`config.mk`:
```
export PLATFORM = sky130hd
export DESIGN_NAME = fpm_result_collector_flat
export DESIGN_NICKNAME = d
export VERILOG_FILES = /design/src/rtl/fpm_result_collector_if.sv /design/src/rtl/fpm_result_collector.sv /design/src/flat_wrapper.sv
export SDC_FILE = /design/constraint.sdc
export NUM_CORES = 1
export LEC_CHECK = 0
export ABC_AREA = 1
export CAP_MARGIN = 20
export CORE_AREA = 2 2 135 268
export DETAILED_ROUTE_END_ITERATION = 16
export DIE_AREA = 0 0 137 270
export PLACE_DENSITY = 0.68
export SYNTH_ARGS = -nofsm -noshare
export SYNTH_HDL_FRONTEND = slang
export SYNTH_SLANG_ARGS = --single-unit
export TNS_END_PERCENT = 50
```
`constraint.sdc`:
```
create_clock -name clk -period 7.05 [get_ports clk]
set_input_delay 1.41 -clock clk [delete_from_list [all_inputs] [get_ports clk]]
set_output_delay 1.41 -clock clk [all_outputs]
set_load 0.05 [all_outputs]
```
`src/rtl/fpm_result_collector_if.sv`:
```
// Result/handshake bundle between the multiplier stage, the result collector and its consumer.
// The slave side is the collector. The master side drives the capture inputs and out_ready.
interface fpm_result_collector_if;
  logic        done;
  logic [31:0] c;
  logic        overflow;
  logic        out_ready;
  logic        out_valid;
  logic [31:0] out_data;
  logic        out_ovf;

  modport master (
    output done, c, overflow, out_ready,
    input  out_valid, out_data, out_ovf
  );

  modport slave (
    input  done, c, overflow, out_ready,
    output out_valid, out_data, out_ovf
  );
endinterface

```
`src/rtl/fpm_result_collector.sv`:
```
// Captures multiplier results on rising edges of done into a first-word-fall-through FIFO.
// Keeps saturating counts of accepted, overflowed and dropped results.
module fpm_result_collector #(
  parameter  int DEPTH = 8,
  parameter  int CNT_W = 16,
  localparam int AW    = $clog2(DEPTH),
  localparam int LW    = AW + 1
) (
  input  logic                 clk,
  input  logic                 reset,
  fpm_result_collector_if.slave bus,
  input  logic                 clear,
  output logic [LW-1:0]        level,
  output logic                 full,
  output logic                 empty,
  output logic [CNT_W-1:0]     result_cnt,
  output logic [CNT_W-1:0]     ovf_cnt,
  output logic [CNT_W-1:0]     drop_cnt
);

  logic [32:0]      mem_q [DEPTH];
  logic [AW-1:0]    wr_ptr_q, wr_ptr_d;
  logic [AW-1:0]    rd_ptr_q, rd_ptr_d;
  logic [LW-1:0]    level_q, level_d;
  logic [32:0]      head_q, head_d;
  logic             done_prev_q, done_prev_d;
  logic [CNT_W-1:0] result_cnt_q, result_cnt_d;
  logic [CNT_W-1:0] ovf_cnt_q, ovf_cnt_d;
  logic [CNT_W-1:0] drop_cnt_q, drop_cnt_d;

  logic capture, pop, push, drop, head_from_in;

  function automatic logic [CNT_W-1:0] sat_inc(input logic [CNT_W-1:0] v, input logic en);
    return (en && (v != '1)) ? v + CNT_W'(1) : v;
  endfunction

  assign empty = (level_q == '0);
  assign full  = (level_q == LW'(DEPTH));
  assign level = level_q;

  assign capture = bus.done & ~done_prev_q;
  assign pop     = ~empty & bus.out_ready;
  assign push    = capture & (~full | pop);
  assign drop    = capture & full & ~pop;

  // The pushed word becomes the head when nothing else is left once this cycle's pop is done.
  assign head_from_in = push & (level_q == LW'(pop));

  // NOTE: every signal written here gets a default first, so no path can infer a latch.
  always_comb begin
    wr_ptr_d     = wr_ptr_q + AW'(push);
    rd_ptr_d     = rd_ptr_q + AW'(pop);
    done_prev_d  = bus.done;

    level_d = level_q;
    if (push && !pop)      level_d = level_q + LW'(1);
    else if (pop && !push) level_d = level_q - LW'(1);

    head_d = head_q;
    if (head_from_in)          head_d = {bus.overflow, bus.c};
    else if (level_d != '0)    head_d = mem_q[rd_ptr_d];

    result_cnt_d = sat_inc(result_cnt_q, push);
    ovf_cnt_d    = sat_inc(ovf_cnt_q, push & bus.overflow);
    drop_cnt_d   = sat_inc(drop_cnt_q, drop);
    if (clear) begin
      result_cnt_d = '0;
      ovf_cnt_d    = '0;
      drop_cnt_d   = '0;
    end
  end

  // NOTE: the storage array has no reset. Only entries between the pointers are ever read,
  // and level is reset to zero.
  always_ff @(posedge clk) begin
    if (push) mem_q[wr_ptr_q] <= {bus.overflow, bus.c};
  end

  always_ff @(posedge clk or negedge reset) begin
    if (!reset) begin
      wr_ptr_q     <= '0;
      rd_ptr_q     <= '0;
      level_q      <= '0;
      head_q       <= '0;
      done_prev_q  <= 1'b0;
      result_cnt_q <= '0;
      ovf_cnt_q    <= '0;
      drop_cnt_q   <= '0;
    end else begin
      wr_ptr_q     <= wr_ptr_d;
      rd_ptr_q     <= rd_ptr_d;
      level_q      <= level_d;
      head_q       <= head_d;
      done_prev_q  <= done_prev_d;
      result_cnt_q <= result_cnt_d;
      ovf_cnt_q    <= ovf_cnt_d;
      drop_cnt_q   <= drop_cnt_d;
    end
  end

  assign bus.out_valid = ~empty;
  assign bus.out_data  = head_q[31:0];
  assign bus.out_ovf   = head_q[32];
  assign result_cnt    = result_cnt_q;
  assign ovf_cnt       = ovf_cnt_q;
  assign drop_cnt      = drop_cnt_q;

endmodule

```
`src/flat_wrapper.sv`:
```
// flat-port wrapper written by rule: the top's interface ports become plain ports
module fpm_result_collector_flat 
#(
  parameter  int DEPTH = 8,
  parameter  int CNT_W = 16,
  localparam int AW    = $clog2(DEPTH),
  localparam int LW    = AW + 1
)
  (clk, reset, clear, level, full, empty, result_cnt, ovf_cnt, drop_cnt, bus_done, bus_c, bus_overflow, bus_out_ready, bus_out_valid, bus_out_data, bus_out_ovf);
  fpm_result_collector_if bus_i ();
  input  logic clk;
  input  logic reset;
  input  logic clear;
  output logic [LW-1:0] level;
  output logic full;
  output logic empty;
  output logic [CNT_W-1:0] result_cnt;
  output logic [CNT_W-1:0] ovf_cnt;
  output logic [CNT_W-1:0] drop_cnt;
  input wire logic [$bits(bus_i.done)-1:0] bus_done;
  input wire logic [$bits(bus_i.c)-1:0] bus_c;
  input wire logic [$bits(bus_i.overflow)-1:0] bus_overflow;
  input wire logic [$bits(bus_i.out_ready)-1:0] bus_out_ready;
  output wire logic [$bits(bus_i.out_valid)-1:0] bus_out_valid;
  output wire logic [$bits(bus_i.out_data)-1:0] bus_out_data;
  output wire logic [$bits(bus_i.out_ovf)-1:0] bus_out_ovf;
  assign bus_i.done = bus_done;
  assign bus_i.c = bus_c;
  assign bus_i.overflow = bus_overflow;
  assign bus_i.out_ready = bus_out_ready;
  assign bus_out_valid = bus_i.out_valid;
  assign bus_out_data = bus_i.out_data;
  assign bus_out_ovf = bus_i.out_ovf;
  fpm_result_collector #(.DEPTH(DEPTH), .CNT_W(CNT_W)) u_core (.clk(clk), .reset(reset), .bus(bus_i), .clear(clear), .level(level), .full(full), .empty(empty), .result_cnt(result_cnt), .ovf_cnt(ovf_cnt), .drop_cnt(drop_cnt));
endmodule
```
==> summary.md <==
| Metric | Value |
|---|---|
| Status | `complete, no violations` |
| Routed via count | `11200` |
| Worst-path clk slew | `70 ps` |
| Fmax | `244 MHz` |
| LEAKAGE | `6.73 nW` |
| Final GP Congestion | `0.906` |
| Worst reg2reg startpoint | `u_core.level[0]$_DFF_PN0_` |
| Hpwl dp | `23500 um` |
| Inserted Diodes | `0` |
| Slew Limit Fails | `0` |
| Die Span Y | `270 um` |
| Initial antenna violation count | `0` |
| Worst Setup Start Kind | `primary input` |
| Pre-CTS setup slack | `2430 ps` |
| Final-report hold violation count | `0` |
| Die X | `137 um` |
| Cells on worst reg2reg path | `13` |
| Final Power | `8.09 mW` |
| CTS Hold Bufs | `0` |
| Vias in the first global route | `11300` |
| CTS HTree Levels | `1` |
| Initial core utilization | `44.4%` |
| Post-Synthesis Cells | `1491` |
| Element type at the critical path end | `flop` |
| Syn_area_per_cell | `10.4 um^2` |
| Async set-reset flop share out of synthesis | `25.8%` |
| Max cap viols | `0` |
| Via-per-instance ratio | `5.45` |
| Clock network power share | `23.0%` |
| Internal power | `4.76 mW` |
| P per Cell Area | `441 nW/um^2` |
| Worst Path Arrival | `4600 ps` |
| TritonCTS sink count | `356` |
| Gate power share | `43.9%` |
| R2R setup slack | `3420 ps` |
| Setup crit end | `u_core.head_q[15]$_DFFE_PN0P_` |
| CTS tree | `built` |
| Layout cells sized above 1 | `6.44%` |
| I/O pin count | `126` |
| Most common cell in the synthesized netlist | `nor2_1` |
| Min Hold Slack | `511 ps` |
| Minimum clock period | `4110 ps` |
| Largest net degree at the start of global routing | `101` |
| Final Cycle Share | `58.2%` |
| RSZ-0062 raised after global routing | `no` |
| First-pass GRT wire length | `61300 um` |
| Commonest cells post-synth | `299 x nor2_1, 265 x nand2_1, 264 x edfxtp_1, 160 x o21ai_0, 101 x nand3_1` |
| Final WL | `39300 um` |
| Root buffer cell | `clkbuf_16` |
| Slew @ Worst Pin | `1130 ps` |
| Yosys top cell by area | `edfxtp_1` |
| Number of setup buffers added after CTS | `0` |
| Rows | `97` |
| Synthesized area | `15500 um^2` |
| DRC | `0` |
| Resized cells post-CTS | `0` |
| Worst-Skew Late Latency | `570 ps` |
| Peak VDD IR | `0.327 mV` |
| Area of the multi-input gates | `4810 um^2` |
| Worst-path fanout max | `98` |
| Worst Setup SP | `bus_out_ready` |
| Synth top area cells | `edfxtp_1 51%, dfrtp_1 15%, nor2_1 7.2%, nand2_1 6.4%, o21ai_0 5.2%` |
| FF-to-FF End | `u_core.head_q[15]$_DFFE_PN0P_` |
| DRT iter0 DRCs | `680` |
| CTS max path bufs | `3` |
| Warnings from Yosys | `0` |
| Main synth FF type | `edfxtp_1` |
| Worst setup margin | `2940 ps` |
| Hold crit path type | `flop to flop` |
| FILL cells | `3029` |
| Slew HR | `24.5%` |
| Die area | `37000 um^2` |
| Final setup violation count | `0` |
| Req. time, crit path | `7550 ps` |
| Library cells used by synthesis | `30` |
| Final nets | `1639` |
| Synth Register Bits | `356` |
| DR WL/cell | `19.1 um` |
| Post-synth EDFFs | `264` |
| PortBufs | `125` |
| Final ANT Viol Nets | `0` |
| Sequential element share of the synthesized area | `65.9%` |
| Cells on Worst Hold Path | `2` |
| Switching part of the total power | `41.2%` |
| Min-delay src | `u_core.head_q[3]$_DFFE_PN0P_` |
| Area grow syn2layout | `18.1%` |
| Syn_nets | `1538` |
| Core Area | `35000 um^2` |
| Clock Skew | `8.61 ps` |
| Register area | `10200 um^2` |
| Total grt overflow | `0` |
| Area share of the largest cell type after synthesis | `51.1%` |
| Sequential power share | `33.1%` |
| Net load switching power | `3.33 mW` |
| Drt pass-1 iters | `5` |
| Worst Path Class, Setup | `primary input to flop` |
| Util after Layout | `52.4%` |
| Fin Setup TNS | `0 ps` |
| TritonCTS Buffers | `31` |
| Gr usage total | `21.5%` |
## cell type report
cell class / instances / area share, %
Timing Repair Buffer: 141 / 7.53
Tap cell: 445 / 3.04
Sequential cell: 356 / 55.8
Clock inverter: 19 / 1.57
Clock buffer: 38 / 4.54
Multi-Input combinational cell: 999 / 26.2
Inverter: 63 / 1.29
## routing by layer
metal	GRT usage (%)	part of all wire, %	up-vias
met3	2.59	5.8	108
li1	-	-	5307
met5	0	0	-
met2	39.1	54	394
met1	24.2	36	5414
met4	10.4	4.4	0
## worst max-delay path, cell delays in order
cell             delay (ps)
clkdlybuf4s50_1         560
nand2_4                 180
inv_1                   100
ha_4                    550
buf_4                   870
o21ai_0                 250
o211ai_1                260
nand3_1                 110
nand2_1                 110
nand2_1                  50
nand2_1                  80
## kinds of logic (layout without fill, tap and decap cells)
kind of cell,count (synthesis),after routing,synth area share [%]
adders and majority gates,9,9,0.725
DFF,356,356,65.9
buffers and inverters,136,261,3.76
AOI/OAI and AO/OA,216,216,7.58
xor gates and xnor gates,18,18,1.02
and+or+nand+nor,756,756,21.0
## flip-flops by register name, indices dropped and copies added, names as in the netlist
register            cells
u_core.done_prev_q      1
u_core.drop_cnt        16
u_core.mem_q          264
u_core.level            4
u_core.wr_ptr_q         3
u_core.ovf_cnt         16
u_core.result_cnt      16
u_core.head_q          33
u_core.rd_ptr_q         3
## worst min path at each step
stage	endpoint	slack, ps
final	u_core.head_q[3]$_DFFE_PN0P_	510
after global routing	u_core.head_q[15]$_DFFE_PN0P_	540
after CTS	u_core.head_q[9]$_DFFE_PN0P_	520
after detailed placement	u_core.head_q[9]$_DFFE_PN0P_	500
after global placement	u_core.head_q[0]$_DFFE_PN0P_	490
after floorplan	u_core.rd_ptr_q[0]$_DFF_PN0_	470
## power by group through the flow
stage | registers, mW | clock network, mW | logic [mW]
after floorplan | 3.06 | 0 | 2.21
after global placement | 2.71 | 0 | 3.53
after detailed placement | 2.72 | 0 | 3.58
after CTS | 2.68 | 1.89 | 3.60
after global routing | 2.70 | 1.97 | 3.97
final | 2.68 | 1.86 | 3.55
## metrics by stage
stage / cell area (um^2) / instances
after global placement: 17200 / 2004
final: 18300 / 2061
after CTS: 18300 / 2061
after detailed placement: 17200 / 2004
after global routing: 18300 / 2061
after floorplan: 15500 / 1491
## placed cells by master, fill, tap and decap left out, drive strengths merged, types with 18 or more instances in the layout
master	Yosys	routed
nor3	21	21
nand3b	34	34
nand3	103	103
a21oi	18	18
dfrtp	92	92
inv	63	66
edfxtp	264	264
o211ai	33	33
nand2	278	278
o21ai	161	161
nor2	303	303
clkdlybuf4s50	0	124
clkbuf	36	38
Note: power is estimated with default switching activity, not from simulation.
